**config.mk**
```make
export PLATFORM = sky130hd
export DESIGN_NAME = mux_scan_sampler
export DESIGN_NICKNAME = d
export VERILOG_FILES = /design/src/rtl/mux_scan_sampler.sv
export SDC_FILE = /design/constraint.sdc
export NUM_CORES = 1
export LEC_CHECK = 0
export CAP_MARGIN = 5
export CORE_UTILIZATION = 40
export CTS_CLUSTER_DIAMETER = 150
export CTS_CLUSTER_SIZE = 30
export DETAILED_ROUTE_END_ITERATION = 6
export GPL_ROUTABILITY_DRIVEN = 0
export HOLD_SLACK_MARGIN = 0.05
export PLACE_DENSITY = 0.69
export SKIP_CTS_REPAIR_TIMING = 1
export SYNTH_ARGS = -nofsm -noshare
export SYNTH_HDL_FRONTEND = slang
export SYNTH_SLANG_ARGS = --single-unit
```
**constraint.sdc**
```tcl
create_clock -name clk -period 1.4 [get_ports clk]
set_input_delay 0.21 -clock clk [delete_from_list [all_inputs] [get_ports clk]]
set_output_delay 0.21 -clock clk [all_outputs]
set_load 0.05 [all_outputs]
```
**src/rtl/mux_scan_sampler.sv**
```systemverilog
// Scan controller for an N_CH:1 MUX: walks the select lines through every channel,
// samples the MUX output on the last dwell cycle of each channel and publishes one packed word.
module mux_scan_sampler #(
  parameter int N_CH  = 4,
  parameter int SEL_W = 2,
  parameter int DWELL = 1
) (
  input  logic             clk,
  input  logic             rst,
  input  logic             start,
  input  logic             mux_out,
  output logic [SEL_W-1:0] sel,
  output logic             busy,
  output logic             done,
  output logic [N_CH-1:0]  word,
  output logic [1:0]       fsm_state
);

  localparam int CNT_W = (DWELL > 1) ? $clog2(DWELL) : 1;

  typedef enum logic [1:0] {
    IDLE = 2'd0,
    SCAN = 2'd1,
    DONE = 2'd2
  } state_t;

  // Handshake: start is sampled on each rising edge while IDLE or DONE and is ignored
  // during SCAN; done is a one-cycle pulse that coincides with a freshly updated word.
  state_t           state, state_n;
  logic [SEL_W-1:0] sel_n;
  logic [CNT_W-1:0] cnt, cnt_n;
  logic [N_CH-1:0]  shadow, shadow_n;
  logic [N_CH-1:0]  word_n;

  always_ff @(posedge clk or posedge rst) begin
    if (rst) begin
      state  <= IDLE;
      sel    <= '0;
      cnt    <= '0;
      shadow <= '0;
      word   <= '0;
      busy   <= 1'b0;
      done   <= 1'b0;
    end else begin
      state  <= state_n;
      sel    <= sel_n;
      cnt    <= cnt_n;
      shadow <= shadow_n;
      word   <= word_n;
      busy   <= (state_n == SCAN);
      done   <= (state_n == DONE);
    end
  end

  always_comb begin
    state_n  = state;
    sel_n    = sel;
    cnt_n    = cnt;
    shadow_n = shadow;
    word_n   = word;
    unique case (state)
      IDLE: begin
        sel_n = '0;
        cnt_n = '0;
        if (start) state_n = SCAN;
      end
      SCAN: begin
        if (cnt == CNT_W'(DWELL - 1)) begin
          shadow_n[sel] = mux_out;
          cnt_n         = '0;
          if (sel == SEL_W'(N_CH - 1)) begin
            // Last channel's bit comes straight from mux_out on the same edge.
            state_n = DONE;
            word_n  = shadow_n;
            sel_n   = '0;
          end else begin
            sel_n = sel + SEL_W'(1);
          end
        end else begin
          cnt_n = cnt + CNT_W'(1);
        end
      end
      DONE: begin
        sel_n   = '0;
        cnt_n   = '0;
        state_n = start ? SCAN : IDLE;
      end
      default: begin
        state_n = IDLE;
        sel_n   = '0;
        cnt_n   = '0;
      end
    endcase
  end

  assign fsm_state = state;

endmodule
```
# Word level (Yosys, flattened, before mapping)
# Index checks and enable logic that the tools add are counted.
[classes]
mux = 13
n_lt_le_gt_ge = 2
add_sub_neg = 2
n_reduce_logical = 4
bitwise = 1
eq_ne = 6
[op_table]
columns = ["cell", "n"]
rows = [
  ["2-bit 2-to-1 mux", 6],
  ["2-bit == test (second input constant)", 3],
  ["2-bit case mux with 3 select lines", 1],
  ["4-bit bitwise mux", 1],
  ["2-bit by 1-bit == test with 1-bit output (second input constant)", 2],
  ["1-bit 2-to-1 mux", 4],
  ["2-bit by 3-bit less-than comparator with 1-bit output (second input constant)", 1],
  ["3-bit AND reduction", 1],
  ["2-bit by 1-bit adder with 2-bit output (second input constant)", 1],
  ["1-bit demux with 2-bit select", 1],
  ["2-bit by 1-bit greater-or-equal comparator with 1-bit output (second input constant)", 1],
  ["2-bit logical NOT", 1],
  ["2-bit != test (second input constant)", 1],
  ["2-bit AND reduction", 1],
  ["1-bit adder (second input constant)", 1],
  ["1-bit logical AND", 1],
  ["1-bit NOT", 1],
]
[totals]
reg_bits = 15
elab_cells = 35

# Logic depth before layout (Yosys ltp)
# Gate-level depths: netlist (run 1).
[logic_depth]
ltp_word = 5
ltp_mapped = 4

# Worst setup path before layout (run 1)
# Ideal clock, no wire load.
[synth_timing]
path_kind = "reg2reg"
from = "register sel[0]"
to = "register word[0]"
t_arrival_ns = 1.533
stages_incl_launch_ff = 5
synth_period_minus_slack_ns = 1.658
t_required_ns = 1.275
slack_ns = -0.258
n_path_buf = 1
setup_ns = 0.125
path_cell_list = "dfrtp_1 ha_1 and3b_1 buf_6 mux2_4"
[synth_between]
elab_chain_cells = 5
elab_cells_between_ends = 8
classes_between = "2 x order compare; 1 x eq/ne; 3 x mux; 2 x reduce/logical"
[synth_lines]
columns = ["item", "line", "source"]
rows = [
  ["from (decl)", "12", "output logic [SEL_W-1:0] sel,"],
  ["from (signal assigned)", "46", "sel <= sel_n;"],
  ["2-bit by 3-bit less-than comparator with 1-bit output (implied by the code) or 2-bit by 1-bit greater-or-equal comparator with 1-bit output (tied branches)", "69", "shadow_n[sel] = mux_out;"],
  ["1-bit logical AND (implied by the code)", "69", ""],
  ["1-bit 2-to-1 mux (implied by the code)", "69", ""],
  ["1-bit demux with 2-bit select", "69", ""],
  ["4-bit bitwise mux", "69", ""],
  ["to (signal assigned)", "49", "word <= word_n;"],
  ["to (decl)", "15", "output logic [N_CH-1:0] word,"],
]
# Parallel ways exist; a longest one is shown, timed or not.
# A chain may end at the register's enable or synchronous reset.

# Worst setup path after layout (run 1)
[layout_timing]
from = "register sel[1]"
to = "register word[2]"
# The elaborated chain is that of the path after synthesis.

==> metrics.yaml, run 1 <==
status: "finished with violations"
violations: "setup timing"
fill_cells: 90
p_sw_uw: 1100
ir_worst_vdd_mv: 1.61
maxSlewHeadroom_pct: 66.3
period_needed_ns: 1.41
clock_path_buffers: 2
worstSetupPathType: "reg -> reg"
finalNonFillerCells: 81
core_area_um2: 1350
finalHoldViolations: 0
setup_slack_ns: -0.00761
dpl.hpwl_um: 812
clk_pin_slew_ns: 0.08
power_density_nw_per_um2: 2740
ys_ff_latch: 13
fin_tns_setup_ns: -0.00761
cp.required_ns: 1.56
n_antenna_cell: 0
crit_path_top_delay_cell: "dfrtp_2"
start_kind: "register"
die_h_um: 40.8
yosysWarnings: 0
htree_num_levels: 1
hold_class: "in -> async"
grt_max_degree: 14
path_cells: "buf_6, ha_4, mux2_4, mux2_4"
area_delta_synth_final_pct: 64.5
crit_top_cell: "mux2_4"
drive_gt1_share_pct: 62.1
drt_drc_violations_left: 0
worst_skew_pair.late_latency_ns: 0.27
syn_nets: 51
cts-root-buf: "clkbuf_4"
vias_per_cell: 4.91
leakage_uw: 0.000452
skew_ns: 0.00585
grt_setup_unrepaired: "true"
crit_fanout: 4
start_util_pct: 44.7
period_share_pct: 101
ys_seq_area_share_pct: 53.9
seqPwrFrac_pct: 26.8
firstDrtPassIters: 4
die-area_um2: 1670
grt_pass1_wl_um: 1640
max_stage_delay_ns: 0.46
drt_iter0_markers: 4
setup.worst_path.end_class: "register"
max_freq_mhz: 710
crit_arrival_ns: 1.56
grtUsageTotal_pct: 16.2
setup_viol: 1
combPwrFrac_pct: 64.7
cts_tree: "built"
syn_area_um2: 603
synth_area_per_cell_um2: 14.0
power.share.switching_pct: 40.6
nNetsFinal: 75
final_util_pct: 73.5
internal_power_uw: 1620
place_inst: 75
maxCapViolCount: 0
rows: 13
slew_viol_final: 0
via_count: 398
die_w_um: 40.8
grt_pass1_vias: 350
grt_overflow: 0
drtAntennaViolNets: 0
port_buffers: 13
pin_count: 14
routed_wl_um: 1160
ys_types: 13
clock_power_share_pct: 8.5
clock_sinks: 13
post_drt_wl_per_cell_um: 14.3
antenna_found_initial: 0
numCtsBuffers: 3
tightestPinTransition_ns: 0.504
syn_inst: 43
post-place-ws_ns: -0.00486
[synthesized netlist by cell type (all sizes together)]
cell	count	area share, %
and3b	2	3.1
buf	1	1.9
dfrtp	13	54
ha	4	8.3
inv	5	3.1
mux2	10	21
nand3b	3	3.7
nor2	1	0.62
nor3	1	0.83
o22ai	2	2.1
or2b	1	1.2
[flip-flops by register name, summed over array words and instances, names as in the netlist]
| name | flops |
|---|---|
| busy | 1 |
| word | 4 |
| fsm_state | 2 |
| done | 1 |
| shadow | 3 |
| sel | 2 |
[worst max-delay path, delay by kind of cell (launching register included)]
family	cells	cell delay (ns)
multiplexers	2	0.54
flip-flops	1	0.46
adder cells (fa/ha/maj)	1	0.15
buffers and inverters	1	0.13
[kinds of logic after synthesis]
| logic type | Yosys count | share of synthesized area (%) |
|---|---|---|
| flip-flops | 13 | 53.9 |
| adder cells (fa/ha/maj) | 4 | 8.30 |
| multiplexers | 10 | 21.2 |
| AND/OR/NAND/NOR | 8 | 9.54 |
| buffers and inverters | 6 | 4.98 |
| AO/OA/AOI/OAI | 2 | 2.07 |
[layout make-up]
class                   count  area, um^2  area share, %
flip-flops and latches     13         329           33.2
multi-input cells          24         310           31.3
repair buffers             20         287           28.9
clock buffers               4        26.3           2.65
inverters                   5        21.3           2.14
well taps                  15        18.8           1.89
[final timing paths]
kind / cells past startpoint / end / startpoint / slack (ns)
min in group clk: 1 / shadow[0]$_DFFE_PP0N_ / shadow[0]$_DFFE_PP0N_ / 0.51
worst max-delay path: 4 / word[2]$_DFFE_PP0P_ / sel[1]$_DFF_PP0_ / -0.008
max in group asynchronous: 2 / fsm_state[0]$_DFF_PP0_ / rst / 0.78
worst max register to register: 4 / word[2]$_DFFE_PP0P_ / sel[1]$_DFF_PP0_ / -0.008
worst min register to register: 1 / shadow[0]$_DFFE_PP0N_ / shadow[0]$_DFFE_PP0N_ / 0.51
worst min-delay path: 2 / busy$_DFF_PP0_ / rst / 0.26
[power by group through the flow]
| stage | logic [uW] | clock network [uW] | registers, uW |
|---|---|---|---|
| after floorplan | 445 | 0 | 1120 |
| after global placement | 1580 | 0 | 714 |
| after detailed placement | 1600 | 0 | 720 |
| after CTS | 1600 | 244 | 715 |
| after global routing | 1850 | 268 | 747 |
| final | 1760 | 231 | 730 |
[routing by layer]
layer	track usage, %	share of wire (%)	up-vias
li1	-	-	193
met2	22.7	46	10
met3	6.52	3.0	2
met4	7.50	1.0	0
met1	21.3	50	193
met5	0	0	-
[per-stage QoR]
step / power [uW] / area [um^2] / hold slack, ns
5_1_grt: 2860 / 992 / 0.307
3_3_place_gp: 2300 / 895 / 0.486
3_5_place_dp: 2320 / 895 / 0.491
2_1_floorplan: 1570 / 619 / 0.0868
4_1_cts: 2560 / 921 / 0.267
6_report: 2720 / 992 / 0.255
[cells in the final DEF, fill, tap and decap left out]
| cell | Yosys | final |
|---|---|---|
| and3b_2 | 1 | 2 |
| buf_12 | 0 | 10 |
| buf_4 | 0 | 6 |
| buf_6 | 1 | 1 |
| clkbuf_1 | 0 | 1 |
| clkbuf_4 | 0 | 3 |
| clkdlybuf4s50_1 | 0 | 3 |
| dfrtp_1 | 13 | 10 |
| dfrtp_2 | 0 | 3 |
| ha_4 | 0 | 4 |
| inv_1 | 5 | 3 |
| inv_2 | 0 | 1 |
| inv_4 | 0 | 1 |
| mux2_2 | 6 | 3 |
| mux2_4 | 4 | 7 |
| nand3b_1 | 3 | 3 |
| nor2_1 | 1 | 1 |
| nor3_1 | 1 | 1 |
| o22ai_1 | 2 | 2 |
| or2b_1 | 1 | 1 |
No activity file was read; power rests on OpenSTA's default activity.
==> inputs of run 2 (changes only) <==
--- a/config.mk
+++ b/config.mk
@@ -5,7 +5,6 @@
 export SDC_FILE = /design/constraint.sdc
 export NUM_CORES = 1
 export LEC_CHECK = 0
-export CAP_MARGIN = 5
 export CORE_UTILIZATION = 40
 export CTS_CLUSTER_DIAMETER = 150
 export CTS_CLUSTER_SIZE = 30
@@ -13,6 +12,7 @@
 export GPL_ROUTABILITY_DRIVEN = 0
 export HOLD_SLACK_MARGIN = 0.05
 export PLACE_DENSITY = 0.69
+export RECOVER_POWER = 25
 export SKIP_CTS_REPAIR_TIMING = 1
 export SYNTH_ARGS = -nofsm -noshare
 export SYNTH_HDL_FRONTEND = slang
==> run 2 against run 1 <==
Compared with the run above:
- the flow still finishes with violations (setup timing)
- worst hold slack improved by 0.14 ns
- die area unchanged
- sequential share of layout area is the same
- maximum frequency unchanged
- clock-buffer cell count stayed put
- global-route usage is the same
- via count stayed put
- clock power about the same
- final cell count is the same
- core utilization did not move
- worst setup slack is the same
- largest cell class unchanged
- highest routed layer unchanged
==> metrics.yaml, run 2 (synthesized netlist as in run 1, its figures left out) <==
worst_skew_pair.late_latency_ns: 0.27  # about the same
largest_register_ffs: 4  # unchanged
maxCapViolCount: 0  # unchanged
wirelength_met1_um: 576  # unchanged
fill_cells: 90  # unchanged
antenna_found_initial: 0  # unchanged
grt_overflow: 0  # unchanged
clock_power_share_pct: 8.5  # about the same
grt_pass1_vias: 350  # unchanged
grt_setup_unrepaired: "true"
die_h_um: 40.8  # unchanged
crit_path_top_delay_cell: "dfrtp_2"
drtAntennaViolNets: 0  # unchanged
fin_tns_setup_ns: -0.00761  # unchanged
setup.worst_path.end_class: "register"
combPwrFrac_pct: 64.7  # about the same
n_antenna_cell: 0  # unchanged
drt_iter0_markers: 4  # unchanged
worstSetupPathType: "reg -> reg"
clock_path_buffers: 2  # unchanged
clk_pin_slew_ns: 0.08  # about the same
port_buffers: 13  # unchanged
dr_wl_met3_um: 35  # unchanged
numCtsBuffers: 3  # unchanged
hold_slack_ns: 0.392  # +0.137 ns
max_stage_delay_ns: 0.46  # about the same
die-area_um2: 1670  # unchanged
start_util_pct: 44.7  # unchanged
via_count: 398  # unchanged
nNetsFinal: 75  # unchanged
path_cells: "buf_6, ha_4, mux2_4, mux2_4"
core_area_um2: 1350  # unchanged
vias_per_cell: 4.91  # unchanged
period_needed_ns: 1.41  # unchanged
crit_arrival_ns: 1.56  # about the same
slew_viol_final: 0  # unchanged
totalPowerFinal_uw: 2720  # about the same
area_delta_synth_final_pct: 64.5  # unchanged
final_cell_mix: "dfrtp_1 (10), buf_12 (10), mux2_4 (7)"
skew_ns: 0.00585  # unchanged
violations: "setup timing"
setup_slack_ns: -0.00761  # unchanged
rows: 13  # unchanged
maxSlewHeadroom_pct: 66.4  # about the same
clock_sinks: 13  # unchanged
grt_max_degree: 14  # unchanged
post_drt_wl_per_cell_um: 14.3  # unchanged
pin_count: 14  # unchanged
die_w_um: 40.8  # unchanged
seqPwrFrac_pct: 26.8  # about the same
period_share_pct: 101  # unchanged
status: "finished with violations"
grtUsageTotal_pct: 16.2  # unchanged
drt_drc_violations_left: 0  # unchanged
routed_wl_um: 1160  # unchanged
cts-root-buf: "clkbuf_4"
tightestPinTransition_ns: 0.504  # -0.000464 ns
regMostFlops: "word"
crit_top_cell: "mux2_4"
finalHoldViolations: 0  # unchanged
internal_power_uw: 1620  # about the same
wl_met2_um: 536  # unchanged
ir_worst_vdd_mv: 1.61  # about the same
start_kind: "register"
reg_top3: "word: 4 flops, shadow: 3 flops"
cp.required_ns: 1.56  # about the same
setup_viol: 1  # unchanged
crit_fanout: 4  # unchanged
power_density_nw_per_um2: 2740  # about the same
power.share.switching_pct: 40.6  # about the same
cts_tree: "built"
leakage_uw: 0.000452  # about the same
grt_pass1_wl_um: 1640  # unchanged
p_sw_uw: 1100  # unchanged
max_freq_mhz: 710  # unchanged
htree_num_levels: 1  # unchanged
hold_class: "in -> async"
drive_gt1_share_pct: 62.1  # unchanged
top_layer_used: "met4"
dpl.hpwl_um: 812  # unchanged
firstDrtPassIters: 4  # unchanged
==> run 2: cell types whose count changed in the layout (fill, tap and decap cells not counted) <==
cell             change
dlygate4sd3_1        +1
clkdlybuf4s50_1      -1
==> run 2: final timing paths <==
| check | startpoint | endpoint | slack (ns) | cells after the start |
|---|---|---|---|---|
| max | sel[1]$_DFF_PP0_ | word[2]$_DFFE_PP0P_ | -0.008 | 4 |
| max reg2reg | sel[1]$_DFF_PP0_ | word[2]$_DFFE_PP0P_ | -0.008 | 4 |
| min | rst | busy$_DFF_PP0_ | 0.39 | 2 |
| min in group clk | shadow[0]$_DFFE_PP0N_ | shadow[0]$_DFFE_PP0N_ | 0.51 | 1 |
| min reg2reg | shadow[0]$_DFFE_PP0N_ | shadow[0]$_DFFE_PP0N_ | 0.51 | 1 |
| max in group asynchronous | rst | fsm_state[0]$_DFF_PP0_ | 0.64 | 2 |
==> run 2: power by group through the flow <==
stage | logic [uW] | registers, uW | clock network, uW
after floorplan | 445 | 1120 | 0
after global placement | 1580 | 714 | 0
after detailed placement | 1600 | 720 | 0
after CTS | 1600 | 715 | 244
after global routing | 1850 | 747 | 268
final | 1760 | 730 | 231
==> run 2: layer usage <==
metal / up-vias / track usage, %
met5: - / 0
met4: 0 / 7.50
li1: 193 / -
met2: 10 / 22.7
met3: 2 / 6.52
met1: 193 / 21.3
==> run 2: stage by stage <==
stage | instance area (um^2) | setup slack, ns | cells | utilization (%)
2_1_floorplan | 619 | -0.0744 | 43 | -
3_3_place_gp | 895 | -0.0127 | 75 | 66.3
3_5_place_dp | 895 | -0.00486 | 75 | 66.3
4_1_cts | 921 | 0.0108 | 79 | 68.2
5_1_grt | 992 | -0.0302 | 81 | 73.5
6_report | 992 | -0.00761 | 81 | 73.5
==> run 2: worst max-delay path: cells and delay by family (launching register included) <==
kind	cells	cell delay, ns
adders and majority gates	1	0.15
DFF	1	0.46
muxes	2	0.54
buffers and inverters	1	0.13
==> run 2: final cells by class <==
type | instances | area, um^2 | share of cell area, %
sequential | 13 | 329 | 33.2
multi-input combinational | 24 | 310 | 31.3
timing repair buffer | 20 | 287 | 28.9
clock buffer | 4 | 26.3 | 2.65
inverter | 5 | 21.3 | 2.14
tap | 15 | 18.8 | 1.89
==> inputs of run 3 (changes only) <==
--- a/config.mk
+++ b/config.mk
@@ -5,15 +5,16 @@
 export SDC_FILE = /design/constraint.sdc
 export NUM_CORES = 1
 export LEC_CHECK = 0
-export CORE_UTILIZATION = 40
+export CORE_UTILIZATION = 41
 export CTS_CLUSTER_DIAMETER = 150
 export CTS_CLUSTER_SIZE = 30
 export DETAILED_ROUTE_END_ITERATION = 6
 export GPL_ROUTABILITY_DRIVEN = 0
 export HOLD_SLACK_MARGIN = 0.05
-export PLACE_DENSITY = 0.69
+export PLACE_DENSITY = 0.7
 export RECOVER_POWER = 25
 export SKIP_CTS_REPAIR_TIMING = 1
 export SYNTH_ARGS = -nofsm -noshare
 export SYNTH_HDL_FRONTEND = slang
 export SYNTH_SLANG_ARGS = --single-unit
+export TNS_END_PERCENT = 1
==> run 3 against run 2 <==
Compared with the run above:
- the run now ends clean
- first-iteration DRC count unchanged
- global-route usage up 0.80 points
- combinational power down 3%
- die area down 2.3%
- sequential cell count unchanged
- clock-buffer cell count unchanged
- core utilization about the same
- final cell count unchanged
- clock power about the same
- critical path depth unchanged
- via count down 1.3%
- highest routed layer unchanged
==> metrics.yaml, run 3 (synthesized netlist as in run 1, its figures left out) <==
rows: 13  # unchanged
ir_worst_vdd_mv: 1.37  # -15%
die-area_um2: 1630  # -2.3%
finalNonFillerCells: 81  # unchanged
reg_top3: "word: 4 flops, shadow: 3 flops"
setup_viol: 0  # -1
skew_ns: 0.00696  # +0.00111 ns
final_common_cell: "dfrtp_1"
die_h_um: 40.4  # -1.2%
top_layer_used: "met4"
power_density_nw_per_um2: 2710  # -1.1%
drt_drc_violations_left: 0  # unchanged
grt_overflow: 0  # unchanged
cp.required_ns: 1.57  # about the same
status: "finished, final reports clean"
totalPowerFinal_uw: 2660  # -2.3%
clock_sinks: 13  # unchanged
maxCapViolCount: 0  # unchanged
drt_iter0_markers: 4  # unchanged
drive_gt1_share_pct: 60.6  # -1.5 points
place_inst: 75  # unchanged
leakage_uw: 0.000441  # -2.5%
crit_fanout: 4  # unchanged
regMostFlops: "word"
period_needed_ns: 1.39  # -0.0145 ns
grt_max_degree: 14  # unchanged
cts_tree: "built"
grt_setup_unrepaired: "true"
pin_count: 14  # unchanged
port_buffers: 13  # unchanged
power.share.switching_pct: 40.7  # +0.13 points
clock_path_buffers: 2  # unchanged
period_share_pct: 99.5  # -1.0 points
setup_slack_ns: 0.00689  # +0.0145 ns
nNetsFinal: 75  # unchanged
post_drt_wl_per_cell_um: 13.8  # -3.6%
worstSetupPathType: "reg -> reg"
grtUsageTotal_pct: 17.0  # +0.80 points
vias_per_cell: 4.85  # -1.3%
drtAntennaViolNets: 0  # unchanged
grt_pass1_wl_um: 1750  # +7.2%
dpl.hpwl_um: 763  # -6.0%
tightestPinTransition_ns: 0.485  # -0.0188 ns
slew_viol_final: 0  # unchanged
hold_class: "in -> async"
n_antenna_cell: 0  # unchanged
wl_met2_um: 541  # +0.93%
via_count: 393  # -1.3%
post-place-ws_ns: 0.00660  # +0.0115 ns
fill_cells: 96  # +6.7%
seqPwrFrac_pct: 27.1  # +0.3 points
p_sw_uw: 1080  # -2.0%
combPwrFrac_pct: 64.3  # -0.4 points
internal_power_uw: 1580  # -2.6%
largest_register_ffs: 4  # unchanged
clock_power_share_pct: 8.6  # about the same
firstDrtPassIters: 2  # -2
die_w_um: 40.4  # -1.2%
maxSlewHeadroom_pct: 67.6  # +1.3 points
final_util_pct: 73.5  # about the same
worst_skew_pair.late_latency_ns: 0.27  # about the same
crit_arrival_ns: 1.56  # about the same
finalHoldViolations: 0  # unchanged
htree_num_levels: 1  # unchanged
area_delta_synth_final_pct: 62.4
max_freq_mhz: 718  # +1.0%
routed_wl_um: 1120  # -3.6%
grt_pass1_vias: 403  # +15%
clk_pin_slew_ns: 0.08  # about the same
cts-root-buf: "clkbuf_4"
numCtsBuffers: 3  # unchanged
start_kind: "register"
wirelength_met1_um: 526  # -8.7%
core_area_um2: 1330  # -1.2%
antenna_found_initial: 0  # unchanged
setup.worst_path.end_class: "register"
final_cell_mix: "dfrtp_1 (11), buf_12 (10), mux2_2 (6), buf_4 (6)"
dr_wl_met3_um: 40  # +14%
start_util_pct: 45.2  # +0.54 points
[run 3: cell counts in the layout (fill, tap and decap cells not counted)]
Identical to the previous run, type by type.
[run 3: critical path, cell delays in order, from the launching register on]
cell,delay (ns)
dfrtp_2,0.46
buf_6,0.13
ha_4,0.13
mux2_2,0.32
mux2_4,0.25
[run 3: final timing paths]
check / from / to / slack, ns / cells past startpoint
worst min-delay path: rst / word[0]$_DFFE_PP0P_ / 0.39 / 2
min in group clk: shadow[2]$_DFFE_PP0N_ / shadow[2]$_DFFE_PP0N_ / 0.51 / 1
worst max-delay path: sel[0]$_DFF_PP0_ / word[1]$_DFFE_PP0P_ / 0.007 / 4
worst max register to register: sel[0]$_DFF_PP0_ / word[1]$_DFFE_PP0P_ / 0.007 / 4
max in group asynchronous: rst / sel[0]$_DFF_PP0_ / 0.66 / 2
worst min register to register: shadow[2]$_DFFE_PP0N_ / shadow[2]$_DFFE_PP0N_ / 0.51 / 1
[run 3: per-layer routing]
metal  up-vias  global-route usage [%]
li1        190                       -
met4         0                    12.5
met5         -                       0
met1       189                    20.0
met2        12                    27.0
met3         2                    3.33
[run 3: layout make-up]
class / count / area [um^2] / area share [%]
flip-flops and latches: 13 / 328 / 33.5
multi-input cells: 24 / 299 / 30.5
repair buffers: 20 / 287 / 29.2
clock buffers: 4 / 26.3 / 2.68
inverters: 5 / 21.3 / 2.17
well taps: 15 / 18.8 / 1.92
[run 3: power groups by stage]
| stage | clock network [uW] | logic (uW) | registers, uW |
|---|---|---|---|
| after floorplan | 0 | 445 | 1120 |
| after global placement | 0 | 1570 | 718 |
| after detailed placement | 0 | 1590 | 721 |
| after CTS | 245 | 1600 | 713 |
| after global routing | 255 | 1800 | 737 |
| final | 229 | 1710 | 720 |
[run 3: through the flow]
step	hold slack [ns]	setup TNS (ns)	cell area, um^2
floorplan	0.0868	-0.290	618
global placement	0.486	0	893
detailed placement	0.494	0	893
CTS	0.270	-0.0213	920
global route	0.443	-0.0385	980
finish	0.391	0	980
